==> src/rtl/irq_ctrl_sb.sv <==
// rtl/irq_ctrl_sb.sv - bus-slave interrupt controller: edge-latched pending, enable mask, priority arbitration
// Optional rotating priority selected by defining IRQ_ROUND_ROBIN_EN.
module irq_ctrl_sb #(
    parameter int N_SRC = 8,
    parameter int ID_W  = (N_SRC > 1) ? $clog2(N_SRC) : 1
) (
    input  logic             clk_i,
    input  logic             rst_i,
    input  logic             req_i,
    input  logic             write_enable_i,
    input  logic [31:0]      addr_i,
    input  logic [31:0]      write_data_i,
    output logic [31:0]      read_data_o,
    input  logic [N_SRC-1:0] irq_i,
    output logic [N_SRC-1:0] irq_ret_o,
    output logic             irq_req_o,
    input  logic             irq_ret_i
);

    typedef enum logic [1:0] {
        IDLE   = 2'd0,
        ACTIVE = 2'd1,
        GAP    = 2'd2
    } state_t;

    state_t           state_q, state_d;
    logic [N_SRC-1:0] pending_q, pending_d;
    logic [N_SRC-1:0] enable_q, enable_d;
    logic [N_SRC-1:0] prev_irq_q;
    logic [ID_W-1:0]  active_id_q, active_id_d;
    logic             irq_req_q, irq_req_d;
    logic [N_SRC-1:0] irq_ret_q, irq_ret_d;
    logic [31:0]      read_data_q, read_data_d;
    logic             soft_rst_q, soft_rst_d;
`ifdef IRQ_ROUND_ROBIN_EN
    logic [ID_W-1:0]  last_id_q, last_id_d;
`endif

    logic             bus_wr, bus_rd;
    logic [29:0]      word_addr;
    logic [N_SRC-1:0] masked;
    logic [N_SRC-1:0] edges;
    logic [ID_W-1:0]  win_id;
    logic             unused_addr_bits;

    assign unused_addr_bits = ^addr_i[1:0];

    assign bus_wr    = req_i & write_enable_i;
    assign bus_rd    = req_i & ~write_enable_i;
    assign word_addr = addr_i[31:2];
    assign masked    = pending_q & enable_q;
    assign edges     = irq_i & ~prev_irq_q;

    // Winner selection: rotating search starts just above the last serviced id.
    always_comb begin
`ifdef IRQ_ROUND_ROBIN_EN
        int best;
        int dist;
        best   = N_SRC;
        win_id = '0;
        for (int i = 0; i < N_SRC; i++) begin
            dist = (i + N_SRC - int'(last_id_q) - 1) % N_SRC;
            if (masked[i] && dist < best) begin
                best   = dist;
                win_id = ID_W'(i);
            end
        end
`else
        win_id = '0;
        for (int i = N_SRC - 1; i >= 0; i--) begin
            if (masked[i]) win_id = ID_W'(i);
        end
`endif
    end

    always_comb begin
        state_d     = state_q;
        pending_d   = pending_q;
        enable_d    = enable_q;
        active_id_d = active_id_q;
        irq_req_d   = irq_req_q;
        irq_ret_d   = '0;
        read_data_d = read_data_q;
        soft_rst_d  = bus_wr && (word_addr == 30'd9) && (write_data_i == 32'd1);
`ifdef IRQ_ROUND_ROBIN_EN
        last_id_d   = last_id_q;
`endif

        if (bus_wr && word_addr == 30'd0) pending_d = pending_d & ~write_data_i[N_SRC-1:0];
        if (bus_wr && word_addr == 30'd1) enable_d = write_data_i[N_SRC-1:0];

        if (bus_rd) begin
            case (word_addr)
                30'd0:   read_data_d = {{(32 - N_SRC){1'b0}}, pending_q};
                30'd1:   read_data_d = {{(32 - N_SRC){1'b0}}, enable_q};
                30'd2:   read_data_d = {state_q == ACTIVE, {(31 - ID_W){1'b0}}, active_id_q};
                default: read_data_d = 32'd0;
            endcase
        end

        case (state_q)
            IDLE: begin
                if (|masked) begin
                    active_id_d = win_id;
                    for (int i = 0; i < N_SRC; i++) begin
                        if (win_id == ID_W'(i)) pending_d[i] = 1'b0;
                    end
                    irq_req_d = 1'b1;
                    state_d   = ACTIVE;
`ifdef IRQ_ROUND_ROBIN_EN
                    last_id_d = win_id;
`endif
                end
            end
            ACTIVE: begin
                if (irq_ret_i) begin
                    for (int i = 0; i < N_SRC; i++) begin
                        irq_ret_d[i] = (active_id_q == ID_W'(i));
                    end
                    irq_req_d = 1'b0;
                    state_d   = GAP;
                end
            end
            GAP:     state_d = IDLE;
            default: state_d = IDLE;
        endcase

        // A fresh edge outranks any clear issued in the same cycle.
        pending_d = pending_d | edges;
    end

    always_ff @(posedge clk_i) begin
        if (rst_i || soft_rst_q) begin
            state_q     <= IDLE;
            pending_q   <= '0;
            enable_q    <= '0;
            prev_irq_q  <= '0;
            active_id_q <= '0;
            irq_req_q   <= 1'b0;
            irq_ret_q   <= '0;
            read_data_q <= 32'd0;
            soft_rst_q  <= 1'b0;
`ifdef IRQ_ROUND_ROBIN_EN
            last_id_q   <= '0;
`endif
        end else begin
            state_q     <= state_d;
            pending_q   <= pending_d;
            enable_q    <= enable_d;
            prev_irq_q  <= irq_i;
            active_id_q <= active_id_d;
            irq_req_q   <= irq_req_d;
            irq_ret_q   <= irq_ret_d;
            read_data_q <= read_data_d;
            soft_rst_q  <= soft_rst_d;
`ifdef IRQ_ROUND_ROBIN_EN
            last_id_q   <= last_id_d;
`endif
        end
    end

    assign read_data_o = read_data_q;
    assign irq_req_o   = irq_req_q;
    assign irq_ret_o   = irq_ret_q;

endmodule

==> config.mk <==
export PLATFORM = sky130hd
export DESIGN_NAME = irq_ctrl_sb
export DESIGN_NICKNAME = d
export VERILOG_FILES = /design/src/rtl/irq_ctrl_sb.sv
export SDC_FILE = /design/constraint.sdc
export NUM_CORES = 1
export LEC_CHECK = 0
export ABC_AREA = 0
export CORE_MARGIN = 10
export CORE_UTILIZATION = 36
export CTS_CLUSTER_SIZE = 8
export DETAILED_ROUTE_END_ITERATION = 7
export GPL_TIMING_DRIVEN = 0
export PLACE_DENSITY_LB_ADDON = 0.2
export REMOVE_ABC_BUFFERS = 1
export SKIP_LAST_GASP = 1
export SLEW_MARGIN = 20
export SYNTH_ARGS = -nofsm -noshare
export SYNTH_HDL_FRONTEND = slang
export SYNTH_SLANG_ARGS = --single-unit
==> constraint.sdc <==
create_clock -name clk_i -period 1.5 [get_ports clk_i]
set_clock_uncertainty 0.05 [all_clocks]
set_input_delay 0.15 -clock clk_i [delete_from_list [all_inputs] [get_ports clk_i]]
set_output_delay 0.15 -clock clk_i [all_outputs]
set_load 0.05 [all_outputs]
## Word-level counts from Yosys, hierarchy flattened

Cells that the tools add are included.

| word-level totals | value |
|---|---|
| flip-flop bits (word level) | 71 |
| bits of input ports | 77 |
| output and inout port bits | 41 |
| logic and storage cells | 82 |

| cells by class | value |
|---|---|
| equality and inequality tests | 21 |
| mux-type cells | 26 |
| bitwise operators | 11 |
| reductions and logical operators | 15 |

Operators by type and width:

| kind | number |
|---|---|
| $pmux W32 S3 | 1 |
| $eq A32 B1 Y1 const B | 1 |
| $eq A30 B1 Y1 const B | 1 |
| $eq A30 B2 Y1 const B | 1 |
| $eq A30 B4 Y1 const B | 1 |
| $logic_not A30 Y1 | 1 |
| $and A8 B8 Y8 | 3 |
| $eq A3 B3 Y1 const B | 8 |
| $mux W3 | 8 |
| $mux W8 | 3 |
| $not A8 Y8 | 2 |
| $eq A3 B2 Y1 const B | 4 |
| $mux W1 | 10 |
| $or A8 B8 Y8 | 1 |
| $reduce_or A8 Y1 | 1 |
| $eq A3 B1 Y1 const B | 2 |
| $logic_not A3 Y1 | 2 |
| $logic_and A1 B1 Y1 | 4 |
| $mux W2 | 2 |
| $ne A2 B2 Y1 const B | 2 |
| $pmux W2 S2 | 1 |
| $reduce_and A2 Y1 | 2 |
| $not A1 Y1 | 3 |
| $reduce_and A3 Y1 | 1 |
| 7 further kinds | 8 |

## Depth between registers and ports, before layout

| logic depth | value |
|---|---|
| word-level depth | 14 |
| mapped depth | 6 |
| mapped depth without buffers | 5 |

## Worst setup path before layout

No wires, ideal clock.

| timing path | value |
|---|---|
| path type | input port to flip-flop |
| start | in addr_i[17] |
| end | reg enable_q[1] |
| arrival time | 1.441 ns |
| data required time | 1.322 ns |
| slack | -0.119 ns |
| stages | 5 |
| path buffers | 0 |
| cells stage by stage | nor4_1 nand2_1 nor4_4 mux2i_1 nor2_1 |

| on the way | value |
|---|---|
| word-level cells in the longest chain between the ends | 2 |

RTL lines:

| what | line | text |
|---|---|---|
| start: declaration | 11 | `input logic [31:0] addr_i,` |
| $eq A30 B1 Y1 | 90 | `if (bus_wr && word_addr == 30'd1) enable_d = write_data_i[N_SRC-1:0];` |
| $logic_and A1 B1 Y1 | 90 |  |
| end signal: assignment | 149 | `enable_q <= enable_d;` |
| end: declaration | 28 | `logic [N_SRC-1:0] enable_q, enable_d;` |

No other way between the ends.
A chain may end at the register's enable or synchronous reset.

## Worst setup path after layout

| timing path | value |
|---|---|
| start | reg pending_q[6] |
| end | reg pending_q[2] |

| on the way | value |
|---|---|
| word-level cells in the longest chain between the ends | 13 |

RTL lines:

| what | line | text |
|---|---|---|
| start: declaration | 27 | `logic [N_SRC-1:0] pending_q, pending_d;` |
| start signal: assignment | 148 | `pending_q <= pending_d;` |
| $and A8 B8 Y8 (*) | 51 | `assign masked = pending_q & enable_q;` |
| $mux W3 (7 in series) | 71 | `if (masked[i]) win_id = ID_W'(i);` |
| $eq A3 B2 Y1 | 106 | `if (win_id == ID_W'(i)) pending_d[i] = 1'b0;` |
| $mux W1 | 106 |  |
| $mux W8 (*) | 103 | `if (\|masked) begin` |
| $mux W8 (*) | 101 | `case (state_q)` |
| $or A8 B8 Y8 (*) | 129 | `pending_d = pending_d \| edges;` |

Mark *: on every way between the ends. The rest lies on a longest branch, timed or not.

==> summary.txt <==
Setup path
  • Kind of critical path: flip-flop to flip-flop
  • Crit-path cells: nand2_2, a32oi_2, o2bb2ai_4, o311ai_4, o22ai_1
  • CP max stage cell: dfxtp_1
  • WP buf/inv: 0
  • Nature of the critical path startpoint: flip-flop
  • Maximum fanout along the worst path: 7
  • Worst EP arrival: 1670 ps
  • Worst setup EP type: flip-flop
  • Worst path max stage delay: 400 ps
  • CP Data Required Time: 1650 ps
  • Crit path max-delay family: compound AO/OA/AOI/OAI gates

Yosys
  • Yosys reg bits: 48
  • Register area share after synthesis: 0.424
  • Cell area after synthesis: 0.00227 sq mm
  • Synthesized instance count: 260
  • Syn Area/Cell: 8.72 sq um
  • Ys Warns: 0
  • Netlist cell types: 40

Placement
  • Dpl ws: -958 ps
  • Placed Area: 0.00318 sq mm
  • Gpl congestion: 0.796
  • PortBufs: a little over 90
  • Post-DP HPWL: 5590 um

Floorplanning
  • Core Region: ~0.006 sq mm
  • IO Count: between 100 and 150
  • Die ar.: 0.00987 sq mm
  • Chip Width: between 90 and 100 um
  • Die span in y: slightly below 100 um
  • Initial Util: 0.376
  • # rows: 28

GRT
  • Global Route Usage Sum: 0.145
  • Initial antenna violation count: 0
  • Total grt overflow: 0
  • Largest net degree at the start of global routing: 22
  • Vias in the first global route: 2,389
  • Global-route wire length before repair: 11,700 um

Worst hold path
  • Hold WC Path Type: input port to flip-flop

Route
  • DRC Markers: 0
  • Routed WL: 7390 um
  • Drt first pass iters: 4
  • Routed wire length per instance: 16.5 um
  • Vias per inst: 4.92
  • Antenna Violating Nets Remaining: 0
  • Via Count: 2,205
  • Drt initial violations: 101

Finish
  • Area growth from synthesis to layout: 59.3%
  • Layout cell share with drive strength beyond 1: 0.231
  • Nets: 449
  • Design Area, Final: 0.00361 sq mm
  • # diodes: 0

Timing
  • Final Max Slew Viols: 0
  • Crit share post-route: 1.01
  • RSZ-0062 raised after global routing: yes
  • Worst setup margin: -20.6 ps
  • Final-report setup violation count: 1
  • Final worst path period need: 1520 ps
  • Count of final hold-check violations: 0
  • Max Freq: 658 MHz
  • Final hold slack: 120 ps
  • Worst-Margin Slew: between 500 and 600 ps
  • Slew HR: 0.661

Pwr
  • Power Dens Cells: 715 mW/mm^2
  • VDD IR-drop max: 0.525 mV
  • Leakage power: 0.00160 uW

Clock tree
  • CTS Hold Bufs: 0
  • CTS Buf Count: 5
  • Worst-path clk slew: approximately 80 ps
  • Clock H-tree levels: 2
  • Clk sinks: 48
  • CTS root buf: clkbuf_8
  • Clock Latency Late Sink: between 300 and 400 ps
  • TritonCTS clock tree: done
  • Clk buf depth: 2

Run status
  • Status: finished with violations
  • Failing checks: setup timing

Run
  • Max Cap Viol: 0
## cell usage after synthesis (all sizes together)
cell	instances	area (sq um)
nand2b	4	25.0
clkbuf	3	11.3
nand3	6	30.0
a21o	1	7.51
dfxtp	48	961
a32oi	4	35.0
conb	1	3.75
and3	1	6.26
inv	8	30.0
nor3	8	40.0
and2	7	43.8
or2	1	6.26
nand3b	1	7.51
o2bb2ai	1	8.76
nor4b	2	17.5
nor2	28	105
a22o	8	70.1
a221o	1	10.0
o21ai	5	25.0
a211oi	1	7.51
a22oi	3	22.5
a21bo	1	10.0
o32ai	2	17.5
a31oi	1	6.26
buf	24	176
a21oi	9	45.0
mux2i	13	130
nor2b	5	31.3
or3	1	6.26
o22ai	1	6.26
nor4	17	134
a32o	1	10.0
mux2	5	56.3
nand2	32	120
nand4	4	25.0
o311ai	1	8.76
nand4b	1	8.76
## sequential cells by signal, summed over array words and instances (netlist names)
register / cells
irq_ret_o: 8
read_data_o: 9
irq_req_o: 1
enable_q: 8
prev_irq_q: 8
soft_rst_q: 1
state_q: 2
pending_q: 8
active_id_q: 3
## what timing repair did
action | CTS | global route
resized for setup | 85 | 59
pin swaps | 20 | 23
buffers inserted | 9 | 9
setup endpoints to repair | 59 | 27
## kinds of logic (layout without fill, tap and decap cells)
kind of cell    count (synthesis)  in the layout  share of synthesized area
compound gates                 40             40                      0.128
buf+inv                        35            126                     0.0961
flops                          48             48                      0.424
mux                            18             18                     0.0823
other cells                     1             23                    0.00165
simple gates                  118            118                      0.268
## path summary, 6_finish.rpt
check	startpoint	endpoint	slack, ps	depth (start not counted)
worst max-delay path	pending_q[6]$_SDFF_PP0_	pending_q[2]$_SDFF_PP0_	-20	5
worst min-delay path	addr_i[18]	soft_rst_q$_SDFF_PP0_	120	4
worst max register to register	pending_q[6]$_SDFF_PP0_	pending_q[2]$_SDFF_PP0_	-20	5
worst min register to register	prev_irq_q[0]$_SDFF_PP0_	pending_q[0]$_SDFF_PP0_	360	1
## cell usage in the layout, fill, tap and decap left out, types with 3 or more instances in the layout
| cell | netlist | layout |
|---|---|---|
| dlymetal6s2s_1 | 0 | 6 |
| nor4_4 | 1 | 4 |
| dfxtp_1 | 48 | 39 |
| a22oi_2 | 0 | 3 |
| nor3_1 | 8 | 5 |
| dfxtp_2 | 0 | 6 |
| a22o_1 | 8 | 8 |
| dfxtp_4 | 0 | 3 |
| and2_1 | 7 | 7 |
| conb_1 | 1 | 23 |
| nor4_1 | 14 | 8 |
| nand2_2 | 0 | 4 |
| inv_1 | 8 | 8 |
| buf_6 | 0 | 4 |
| o21ai_0 | 5 | 4 |
| clkbuf_2 | 0 | 11 |
| nand2_1 | 32 | 27 |
| clkdlybuf4s15_1 | 0 | 6 |
| buf_4 | 23 | 13 |
| mux2i_1 | 13 | 12 |
| clkdlybuf4s50_1 | 0 | 42 |
| clkbuf_8 | 0 | 6 |
| nor2_1 | 28 | 26 |
| nor4_2 | 2 | 5 |
| a32oi_1 | 4 | 3 |
| mux2_2 | 5 | 5 |
| nand4_1 | 4 | 4 |
| dlygate4sd2_1 | 0 | 26 |
| a21oi_1 | 9 | 8 |
| nor2b_1 | 5 | 5 |
| nand2b_1 | 4 | 4 |
| nand3_1 | 6 | 4 |
## per-stage QoR
step / total power [uW] / setup TNS [ps] / util / std cells
global route: 2690 / -569 / 0.599 / 448
CTS: 2580 / 0 / 0.577 / 439
finish: 2580 / -20.6 / 0.599 / 448
detailed placement: 1810 / -25930 / 0.527 / 422
floorplan: 1560 / -1180 / - / 255
global placement: 1800 / -24710 / 0.527 / 422
## where the power goes
group          leakage [uW]  switching [uW]  internal, uW
Sequential         0.000396            29.8          1300
Combinational       0.00116             249           201
Clock             0.0000455             420           376
## layer usage
layer	global-route usage	wire, um	up-vias
li1	-	-	1112
met1	0.154	2970	1021
met2	0.265	3920	60
met3	0.0353	353	12
met4	0.0639	140	0
met5	0	0	-
## area by class of cell
type	count	area, sq um
fillers	526	2420
flip-flops and latches	48	980
well taps	75	93.8
repair buffers	110	1010
clock buffers	8	90.1
multi-input cells	199	1410
inverters	8	30.0
## tightest hold or removal path, cell delays in order
cell and delay, ps:
clkbuf_2 100, nor3_1 50, nand4_1 90, nor4_1 60
No activity file was read; power rests on OpenSTA's default activity.
